<file path="config.mk">
export PLATFORM = sky130hd
export DESIGN_NAME = tpcd_round_scheduler
export DESIGN_NICKNAME = d
export VERILOG_FILES = /design/src/rtl/tpcd_round_scheduler.sv
export SDC_FILE = /design/constraint.sdc
export NUM_CORES = 1
export LEC_CHECK = 0
export ABC_AREA = 1
export CAP_MARGIN = 25
export CORE_UTILIZATION = 45
export CTS_CLUSTER_DIAMETER = 120
export DETAILED_ROUTE_END_ITERATION = 8
export PLACE_DENSITY = 0.66
export SKIP_LAST_GASP = 1
export SLEW_MARGIN = 10
export SYNTH_ARGS = -nofsm -noshare
export SYNTH_HDL_FRONTEND = slang
export SYNTH_SLANG_ARGS = --single-unit
</file>
<file path="constraint.sdc">
create_clock -name clk -period 3 [get_ports clk]
set_input_delay 0.3 -clock clk [delete_from_list [all_inputs] [get_ports clk]]
set_output_delay 0.3 -clock clk [all_outputs]
set_load 0.01 [all_outputs]
</file>
<file path="src/rtl/tpcd_round_scheduler.sv">
// tpcd_round_scheduler
// Shares one TPCD dart-scoring engine between N_PLAYERS requesters.
// A round runs as follows:
//   1. Round-robin arbitration picks the next requesting player.
//   2. The 16-entry local board image is replayed into the engine.
//   3. The granted player's throws are forwarded to the engine.
//   4. The engine result is captured and added to that player's
//      saturating running total.
//
// Ports:
//   clk, rst        rising-edge clock, synchronous active-high reset
//   brd_wr/addr/data  board image write (honoured in IDLE/ARB only)
//   req, gnt        per-player round request (level) / one-hot grant
//   thr_*           throw stream from the granted player; thr_ready in STREAM
//   eng_in_*        board-load (valid_1) and throw (valid_2) engine streams
//   eng_out_*       engine result strobe and round sum
//   tot_clr         clear all running totals (honoured in IDLE/ARB only)
//   res_*           one-cycle round result: player, sum, new total, error
//   busy            high whenever not IDLE
// Every output is driven straight from a flop.

module tpcd_round_scheduler #(
  parameter int N_PLAYERS = 4,
  parameter int PW        = 2,
  parameter int TOT_W     = 10,
  parameter int TIMEOUT   = 64
) (
  input  logic                 clk,
  input  logic                 rst,
  input  logic                 brd_wr,
  input  logic [3:0]           brd_addr,
  input  logic [2:0]           brd_data,
  input  logic [N_PLAYERS-1:0] req,
  output logic [N_PLAYERS-1:0] gnt,
  input  logic                 thr_valid,
  input  logic                 thr_last,
  input  logic [3:0]           thr_dart,
  input  logic [2:0]           thr_rot,
  input  logic                 thr_ccw,
  output logic                 thr_ready,
  output logic                 eng_in_valid_1,
  output logic [2:0]           eng_in_score,
  output logic                 eng_in_valid_2,
  output logic [3:0]           eng_in_dart,
  output logic [2:0]           eng_in_rotation,
  output logic                 eng_rotate_flag,
  input  logic                 eng_out_valid,
  input  logic [6:0]           eng_out_sum,
  input  logic                 tot_clr,
  output logic                 res_valid,
  output logic [PW-1:0]        res_player,
  output logic [6:0]           res_sum,
  output logic [TOT_W-1:0]     res_total,
  output logic                 res_err,
  output logic                 busy
);

  // One shared counter serves the load beat, timeout and gap phases.
  localparam int CW = ($clog2(TIMEOUT) > 4) ? $clog2(TIMEOUT) : 4;

  typedef enum logic [2:0] {
    S_IDLE, S_ARB, S_LOAD, S_STREAM, S_WAIT_RES, S_RESULT, S_GAP
  } state_t;

  state_t                 state_q, state_d;
  logic [CW-1:0]          cnt_q, cnt_d;
  logic [PW-1:0]          player_q, player_d;
  logic [PW-1:0]          rr_q, rr_d;
  logic                   seen_q, seen_d;   // at least one throw this round
  logic                   err_q, err_d;     // sticky round error
  logic [2:0]             board_q [16];
  logic [2:0]             board_d [16];
  logic [TOT_W-1:0]       tot_q [N_PLAYERS];
  logic [TOT_W-1:0]       tot_d [N_PLAYERS];

  logic [N_PLAYERS-1:0]   gnt_q, gnt_d;
  logic                   thr_ready_q, thr_ready_d;
  logic                   v1_q, v1_d;
  logic [2:0]             score_q, score_d;
  logic                   v2_q, v2_d;
  logic [3:0]             dart_q, dart_d;
  logic [2:0]             rot_q, rot_d;
  logic                   ccw_q, ccw_d;
  logic                   res_valid_q, res_valid_d;
  logic [PW-1:0]          res_player_q, res_player_d;
  logic [6:0]             res_sum_q, res_sum_d;
  logic [TOT_W-1:0]       res_total_q, res_total_d;
  logic                   res_err_q, res_err_d;
  logic                   busy_q, busy_d;

  // Round-robin pick: first requester at or after the pointer.
  logic [PW-1:0]          pick;
  logic [PW-1:0]          idx;
  logic                   found;

  // NOTE: every combinational output gets a default before any branch so
  // that no path leaves it unassigned and a latch is never inferred.
  always_comb begin
    pick  = rr_q;
    idx   = rr_q;
    found = 1'b0;
    for (int k = 0; k < N_PLAYERS; k++) begin
      idx = rr_q + PW'(k);
      if (!found && req[idx]) begin
        pick  = idx;
        found = 1'b1;
      end
    end
  end

  // Result formed on the WAIT_RES exit edge so res_valid lines up with RESULT.
  // A gap still yields an engine sum, which is reported and accumulated;
  // only a timeout forces the sum to zero.
  logic                   cfg_win;
  logic [6:0]             fin_sum;
  logic                   fin_err;
  logic [TOT_W:0]         tot_ext;
  logic [TOT_W-1:0]       new_total;

  assign cfg_win   = (state_q == S_IDLE) || (state_q == S_ARB);
  assign fin_sum   = eng_out_valid ? eng_out_sum : 7'd0;
  assign fin_err   = eng_out_valid ? err_q : 1'b1;
  assign tot_ext   = {1'b0, tot_q[player_q]} + (TOT_W+1)'(fin_sum);
  assign new_total = tot_ext[TOT_W] ? {TOT_W{1'b1}} : tot_ext[TOT_W-1:0];

  always_comb begin
    state_d      = state_q;
    cnt_d        = cnt_q;
    player_d     = player_q;
    rr_d         = rr_q;
    seen_d       = seen_q;
    err_d        = err_q;
    board_d      = board_q;
    tot_d        = tot_q;
    v1_d         = 1'b0;
    score_d      = score_q;
    v2_d         = 1'b0;
    dart_d       = dart_q;
    rot_d        = rot_q;
    ccw_d        = ccw_q;
    res_valid_d  = 1'b0;
    res_player_d = res_player_q;
    res_sum_d    = res_sum_q;
    res_total_d  = res_total_q;
    res_err_d    = res_err_q;

    if (brd_wr && cfg_win) board_d[brd_addr] = brd_data;

    case (state_q)
      S_IDLE: if (|req) state_d = S_ARB;
      S_ARB: begin
        if (|req) begin
          player_d = pick;
          rr_d     = pick + PW'(1);
          state_d  = S_LOAD;
          cnt_d    = '0;
          seen_d   = 1'b0;
          err_d    = 1'b0;
          v1_d     = 1'b1;
          score_d  = board_q[0];
        end else begin
          state_d = S_IDLE;
        end
      end
      S_LOAD: begin
        if (cnt_q == CW'(15)) begin
          state_d = S_STREAM;
          cnt_d   = '0;
        end else begin
          cnt_d   = cnt_q + CW'(1);
          v1_d    = 1'b1;
          score_d = board_q[cnt_q[3:0] + 4'd1];
        end
      end
      S_STREAM: begin
        if (thr_valid) begin
          v2_d   = 1'b1;
          dart_d = thr_dart;
          rot_d  = thr_rot;
          ccw_d  = thr_ccw;
          seen_d = 1'b1;
          if (thr_last) begin
            state_d = S_WAIT_RES;
            cnt_d   = '0;
          end
        end else if (seen_q) begin
          // Stream broke mid-round: close it as if the last throw arrived.
          err_d   = 1'b1;
          state_d = S_WAIT_RES;
          cnt_d   = '0;
        end
      end
      S_WAIT_RES: begin
        if (eng_out_valid || cnt_q == CW'(TIMEOUT - 1)) begin
          state_d        = S_RESULT;
          res_valid_d    = 1'b1;
          res_player_d   = player_q;
          res_sum_d      = fin_sum;
          res_err_d      = fin_err;
          res_total_d    = new_total;
          tot_d[player_q] = new_total;
        end else begin
          cnt_d = cnt_q + CW'(1);
        end
      end
      S_RESULT: begin
        state_d = S_GAP;
        cnt_d   = '0;
      end
      S_GAP: begin
        if (cnt_q == CW'(1)) state_d = S_ARB;
        else                 cnt_d   = cnt_q + CW'(1);
      end
      default: state_d = S_IDLE;
    endcase

    // Placed after the result update so a clear always wins.
    if (tot_clr && cfg_win) begin
      for (int i = 0; i < N_PLAYERS; i++) tot_d[i] = '0;
    end

    gnt_d = '0;
    if (state_d == S_LOAD || state_d == S_STREAM) gnt_d[player_d] = 1'b1;
    thr_ready_d = (state_d == S_STREAM);
    busy_d      = (state_d != S_IDLE);
  end

  // NOTE: state updates use non-blocking assignments so every flop samples
  // the pre-edge values regardless of statement order.
  always_ff @(posedge clk) begin
    if (rst) begin
      state_q      <= S_IDLE;
      cnt_q        <= '0;
      player_q     <= '0;
      rr_q         <= '0;
      seen_q       <= 1'b0;
      err_q        <= 1'b0;
      // NOTE: the board image and totals are small register arrays with
      // defined post-reset contents, so they are reset like any other flop.
      for (int i = 0; i < 16; i++)        board_q[i] <= '0;
      for (int i = 0; i < N_PLAYERS; i++) tot_q[i]   <= '0;
      gnt_q        <= '0;
      thr_ready_q  <= 1'b0;
      v1_q         <= 1'b0;
      score_q      <= '0;
      v2_q         <= 1'b0;
      dart_q       <= '0;
      rot_q        <= '0;
      ccw_q        <= 1'b0;
      res_valid_q  <= 1'b0;
      res_player_q <= '0;
      res_sum_q    <= '0;
      res_total_q  <= '0;
      res_err_q    <= 1'b0;
      busy_q       <= 1'b0;
    end else begin
      state_q      <= state_d;
      cnt_q        <= cnt_d;
      player_q     <= player_d;
      rr_q         <= rr_d;
      seen_q       <= seen_d;
      err_q        <= err_d;
      board_q      <= board_d;
      tot_q        <= tot_d;
      gnt_q        <= gnt_d;
      thr_ready_q  <= thr_ready_d;
      v1_q         <= v1_d;
      score_q      <= score_d;
      v2_q         <= v2_d;
      dart_q       <= dart_d;
      rot_q        <= rot_d;
      ccw_q        <= ccw_d;
      res_valid_q  <= res_valid_d;
      res_player_q <= res_player_d;
      res_sum_q    <= res_sum_d;
      res_total_q  <= res_total_d;
      res_err_q    <= res_err_d;
      busy_q       <= busy_d;
    end
  end

  assign gnt             = gnt_q;
  assign thr_ready       = thr_ready_q;
  assign eng_in_valid_1  = v1_q;
  assign eng_in_score    = score_q;
  assign eng_in_valid_2  = v2_q;
  assign eng_in_dart     = dart_q;
  assign eng_in_rotation = rot_q;
  assign eng_rotate_flag = ccw_q;
  assign res_valid       = res_valid_q;
  assign res_player      = res_player_q;
  assign res_sum         = res_sum_q;
  assign res_total       = res_total_q;
  assign res_err         = res_err_q;
  assign busy            = busy_q;

endmodule

</file>
# [After elaboration in Yosys (flattened, before gate mapping)]
# Index checks and enable logic that the tools add are counted.
[word_totals] reg_bits=143 input_bits=33 out_inout_bits=40 elab_cells=179
[op_classes] addsub=7 n_lt_le_gt_ge=11 eq_ne=20 n_mux=64 bitwise_logic=6 n_reduce_logical=31
[ops] op="bitwise mux 48 bit" count=1
[ops] op="two-way mux 6 bit" count=7
[ops] op="bitwise mux 40 bit" count=1
[ops] op="two-way mux 10 bit" count=4
[ops] op="two-way mux 3 bit" count=12
[ops] op="case mux 6 bit (6 select lines)" count=1
[ops] op="case mux 3 bit (7 select lines)" count=1
[ops] op="binary-select mux 10 bit (select 2 bit)" count=1
[ops] op="demux 10 bit (select 2 bit)" count=1
[ops] op="two-way mux 1 bit" count=17
[ops] op="< comparator 2 x 3 -> 1 bit, second input constant" count=5
[ops] op="binary-select mux 3 bit (select 4 bit)" count=1
[ops] op="demux 3 bit (select 4 bit)" count=1
[ops] op="== test 3 x 2 -> 1 bit, second input constant" count=4
[ops] op="two-way mux 2 bit" count=6
[ops] op="!= test 2 bit, second input constant" count=6
[ops] op="adder 10 x 7 -> 11 bit" count=1
[ops] op="greater-or-equal comparator 5 bit, second input constant" count=2
[ops] op="NOT 4 -> 5 bit" count=2
[ops] op="== test 3 bit, second input constant" count=3
[ops] op="binary-select mux 1 bit (select 2 bit)" count=4
[ops] op="logical AND 1 bit" count=8
[ops] op="OR reduction 2 bit" count=4
[ops] op="two-way mux 7 bit" count=1
[ops] op="30 further kinds" count=45

# [Logic depth before layout (Yosys ltp)]
[logic_depth] depth_word=18 mapped_depth=20 mapped_depth_nobuf=19

# [Least setup slack after synthesis]
# OpenSTA, ideal clock, no wires.
[synth_timing] path_kind="register to register" startpoint="register player_q[0]" endpoint="register tot_q[35] (netlist name)" setup_time_ps=56 t_arrival_ps=2510 t_required_ps=2944 slack_ps=434 stages_incl_launch_ff=19 n_path_buf=2 synth_period_minus_slack_ps=2566 cell_sequence="dfxtp_1 nand2_1 buf_4 o221ai_1 ha_1 inv_1 fa_1 o21ai_0 nand2_1 nand2_1 nand2_1 nand2_1 nand2_1 nand2_2 nand2_4 buf_6 nand2_1 o21ai_1 inv_1"
[synth_via] elab_chain_len=7 word_cells_on_any_way=12 classes_between="add/sub: 1; order compare: 2; mux: 7; bitwise: 1; reduce/logical: 1"
[synth_lines] item="start, declared" line="67" rtl="logic [PW-1:0] player_q, player_d;"
[synth_lines] item="start signal, assigned" line="259" rtl="player_q <= player_d;"
[synth_lines] item="NOT 2 -> 3 bit (implied by the code) *" line="123, 201"
[synth_lines] item="binary-select mux 10 bit (select 2 bit)" line="123" rtl="assign tot_ext = {1'b0, tot_q[player_q]} + (TOT_W+1)'(fin_sum);"
[synth_lines] item="two-way mux 10 bit (implied by the code) (2 in a row)" line="123"
[synth_lines] item="adder 10 x 7 -> 11 bit" line="123"
[synth_lines] item="two-way mux 10 bit" line="124" rtl="assign new_total = tot_ext[TOT_W] ? {TOT_W{1'b1}} : tot_ext[TOT_W-1:0];"
[synth_lines] item="bitwise mux 40 bit *" line="201" rtl="tot_d[player_q] = new_total;"
[synth_lines] item="end signal, assigned" line="264" rtl="tot_q <= tot_d;"
[synth_lines] item="end, declared" line="73" rtl="logic [TOT_W-1:0] tot_q [N_PLAYERS];"
# Every way passes the cells marked *; elsewhere a longest branch is shown, timed or not. The select of a mux whose other input is x is not followed.
# A chain may end at the register's enable or synchronous reset.

# [Worst setup path in the final report]
[layout_timing] startpoint="register player_q[1]" endpoint="register tot_q[39] (netlist name)"
# Same word-level chain as after synthesis.

==> flow_summary_export.csv <==
group,metric,value,unit
global_routing,grt_pass1_vias,6169,
sta,hold_viol_final,0,
floorplanning,core_area,15400,sq um
finish,nNetsFinal,1175,
finish,fill_cells,1481,
finish,sequential_cell_area,2870,sq um
finish,fin_area,8700,sq um
power_and_ir_drop,p_sw_frac,0.310,
power_and_ir_drop,pwr-share-seq,0.382,
setup_path,cp.arrival,3.20,ns
synthesis,synth.ff_latch_count,143,
setup_path,criticalPathCategory,"flip-flop to flip-flop",
routing,dr.pass1.iters,5,
synthesis,synth_top_family_by_area,"simple AND/OR/NAND/NOR gates",
synthesis,postSynthCellCount,1062,
sta,worst_hold_slack,0.448,ns
floorplanning,die_h,128,um
setup_path,reg2reg_from,"player_q[1]",
sta,period_minus_slack,2.87,ns
global_routing,antenna_found_initial,0,
setup_path,start_kind,"flip-flop",
sta,worst_pin_slew,0.739,ns
finish,multi_input_area,3420,sq um
job,drv_cap,0,
power_and_ir_drop,p_per_area,623,nW/um^2
routing,drt-vias-per-instance,4.98,
cts,clk_pin_slew,0.06,ns
sta,fin_crit_sh,0.956,
synthesis,syn_area,7140,sq um
setup_path,endpoint,"tot_q[39]",
finish,area_growth,21.9,%
synthesis,synth-xor-area-share,0.00858,
placed_design,io_buffers,72,
cts,cts_sinks,143,
synthesis,async_flop_share,0,
floorplanning,floorplan.die_area,16400,sq um
global_routing,grt_pass1_wl,30.5,mm
setup_path,path_max_fanout,15,
cts,cts-htree-levels,4,
routing,drc,0,
cts,cts_buffer_depth,2,
synthesis,synth_area_per_cell,6.72,sq um
placed_design,dpl-instance-area,8020,sq um
synthesis,synthesis.nets,1105,
cts,clk_latency,0.43,ns
sta,maxSlewViolCount,0,
synthesis,synthFlopType,"dfxtp_1",
setup_path,reg2reg_depth,20,
power_and_ir_drop,comb_power_share,0.223,
setup_path,cp_cell_sequence,"inv_2 > nand2_4 > clkinvlp_4 > buf_4 > a22oi_1 > o221ai_1 > ha_1 > a21oi_1 > o21ai_1 > nand2_1 > nand2_1 > nand2_1 > nand2_1 > nand2_1 > nand2_2 > nand2_8 > buf_4 > nand4_1 > nand2_1 > inv_1",
routing,vias,6749,
placed_design,dp.cells,1319,
placed_design,dpl.hpwl,12.3,mm
floorplanning,die_w,128,um
cts,cts_root_buf,"clkbuf_16",
synthesis,synth_edf_count,0,
cts,cts_buffers,17,
finish,instances_no_fill,1355,
setup_path,startpoint,"player_q[1]",
power_and_ir_drop,power_frac_clock,0.395,
synthesis,synth_cell_type_count,44,
synthesis,synth_compound_area_frac,0.189,
synthesis,synthSimpleGateAreaFrac,0.257,
sta,fmax,0.349,GHz
sta,finalSetupViolCount,0,
floorplanning,row_count,45,
setup_path,reg2reg_to,"tot_q[39]",
finish,layout-drive-gt1-share,0.0822,
setup_path,slowest_delay,0.38,ns
synthesis,seq_area_frac_synth,0.401,
power_and_ir_drop,ir_drop,0.413,mV
setup_path,cpMostUsedCell,"nand2_1",
cts,ctsHoldBuffers,0,
floorplanning,initial_core_util,0.465,
routing,wl_per_cell,13.4,um
power_and_ir_drop,internal_power,3.74,mW
finish,diodes,0,
setup_path,crit_path_end_kind,"flip-flop",
cts,cts_tree,"built",
sta,relSlewSlack,0.506,
min_path,min-delay-start,"rst",
synthesis,ys_warn_count,0,
outcome,status,"finished clean",
sta,skew,0.00772,ns
setup_path,crit_slowest_cell,"dfxtp_4",
placed_design,gp_congestion,0.868,
min_path,hold_class,"primary input to flip-flop",
power_and_ir_drop,p_leak,3.90,nW
routing,routed_wl,18.2,mm
global_routing,grt_max_degree,55,
sta,rsz0062_at_grt,"yes",
global_routing,gr-total-overflow,0,
synthesis,synth_mux_area_frac,0,
setup_path,crit_required,3.33,ns
floorplanning,io_pins,73,
routing,drtIter0Drc,484,
synthesis,synthAdderAreaFrac,0.0186,
global_routing,grt_use_total,0.236,
power_and_ir_drop,p_sw,1.68,mW
routing,antenna_left,0,
setup_path,reg2reg_slack,0.13,ns
-- stage by stage --
| step | TNS (ns) | power, mW | util | worst slack [ns] |
|---|---|---|---|---|
| floorplan | 0 | 2.93 | - | 0.434 |
| detailed placement | 0 | 3.29 | 0.522 | 0.0796 |
| global placement | 0 | 3.28 | 0.522 | 0.224 |
| global route | -0.275 | 5.72 | 0.566 | -0.0376 |
| finish | 0 | 5.42 | 0.566 | 0.131 |
| CTS | 0 | 5.43 | 0.561 | 0.0375 |
-- state kept, by name, summed over array words and instances (netlist names), 2 cells and up --
register	count
eng_in_dart	4
tot_q	40
rr_q	2
res_total	10
player_q	2
res_player	2
gnt	4
res_sum	7
cnt_q	6
state_q	3
eng_in_score	3
board_q	48
eng_in_rotation	3
-- synthesized netlist by cell type (2+ instances only) --
master,number,share of area
nand2_4,3,0.0047
xor2_1,5,0.0061
nor2_1,174,0.091
inv_2,10,0.0053
o21bai_1,2,0.0021
a22oi_1,6,0.0063
nor3_4,3,0.0068
o22ai_1,3,0.0026
nor2_4,4,0.0063
buf_4,2,0.0021
nand4_1,10,0.0088
xnor2_1,2,0.0025
o211ai_1,14,0.015
o21ai_0,104,0.073
nor3_1,3,0.0021
buf_2,5,0.0035
a21oi_1,92,0.064
dfxtp_1,143,0.40
ha_1,9,0.016
clkinv_1,2,0.0011
buf_6,5,0.0079
clkbuf_1,25,0.013
nor2_2,6,0.0053
nand3_1,49,0.034
inv_1,175,0.092
nand2_1,174,0.091
o221ai_1,6,0.0074
o21ai_1,8,0.0056
nand2_2,3,0.0026
-- power groups by stage --
stage,Clock [mW],Combinational [mW],Sequential (mW)
finish,2.14,1.21,2.07
global route,2.26,1.37,2.08
CTS,2.18,1.19,2.07
detailed placement,0,1.18,2.11
global placement,0,1.17,2.11
floorplan,0,0.838,2.09
-- worst min path at each step --
stage / end / slack [ns] / cells past startpoint
after global placement: board_q[41] / 0.44 / 2
final: eng_in_valid_1 / 0.45 / 3
after global routing: eng_in_valid_1 / 0.47 / 3
after CTS: rr_q[1] / 0.44 / 3
after detailed placement: board_q[11] / 0.45 / 2
after floorplan: state_q[1] / 0.37 / 1
-- cell usage in the layout, fill, tap and decap left out, types with 3 or more instances in the layout --
| cell | n |
|---|---|
| nand4_1 | 10 |
| inv_2 | 10 |
| nor3_1 | 3 |
| clkbuf_16 | 17 |
| clkinv_2 | 4 |
| o21ai_0 | 89 |
| nor2_1 | 174 |
| nor2_4 | 4 |
| dfxtp_1 | 141 |
| nor3_4 | 3 |
| o211ai_1 | 14 |
| bufinv_16 | 3 |
| inv_1 | 174 |
| buf_4 | 17 |
| clkdlybuf4s50_1 | 71 |
| a22oi_1 | 6 |
| nand2_4 | 3 |
| nor2_2 | 6 |
| o221ai_1 | 4 |
| clkinvlp_4 | 3 |
| o21ai_1 | 22 |
| nand2_1 | 169 |
| a21oi_1 | 92 |
| ha_1 | 9 |
| nand3_1 | 49 |
| o22ai_1 | 3 |
| xor2_1 | 5 |
| nand2_2 | 7 |
-- cells by family (layout without fill, tap and decap cells) --
kind of cell             after synthesis  count (layout)
AND/OR/NAND/NOR                      432             432
adder cells (fa/ha/maj)               10              10
flip-flops                           143             143
buffers and inverters                226             308
AO/OA/AOI/OAI                        244             244
XOR/XNOR                               7               7
-- layer usage --
| layer | track usage | share of wire |
|---|---|---|
| met1 | 0.338 | 0.50 |
| met2 | 0.360 | 0.43 |
| met3 | 0.0472 | 0.063 |
| met4 | 0.0671 | 0.011 |
| met5 | 0 | 0 |
-- critical path: cells and delay by family (launching register included) --
kind / cells / cell delay (ns)
AND/OR/NAND/NOR: 10 / 0.87
flip-flops: 1 / 0.38
buffers and inverters: 5 / 0.53
adder cells (fa/ha/maj): 1 / 0.38
AO/OA/AOI/OAI: 4 / 0.58
-- repair_timing --
| action | 4_1_cts | 5_1_grt |
|---|---|---|
| endpoints found under the setup margin | 0 | 50 |
| buffers inserted | 0 | 5 |
| resized for setup | 0 | 29 |
-- area by class of cell --
class / count / area share
well taps: 211 / 0.0303
clock buffers: 21 / 0.0529
multi-input cells: 693 / 0.393
clock inverters: 10 / 0.0158
flip-flops and latches: 143 / 0.329
inverters: 188 / 0.0816
repair buffers: 89 / 0.0969
Note: power is estimated with default switching activity, not from simulation.
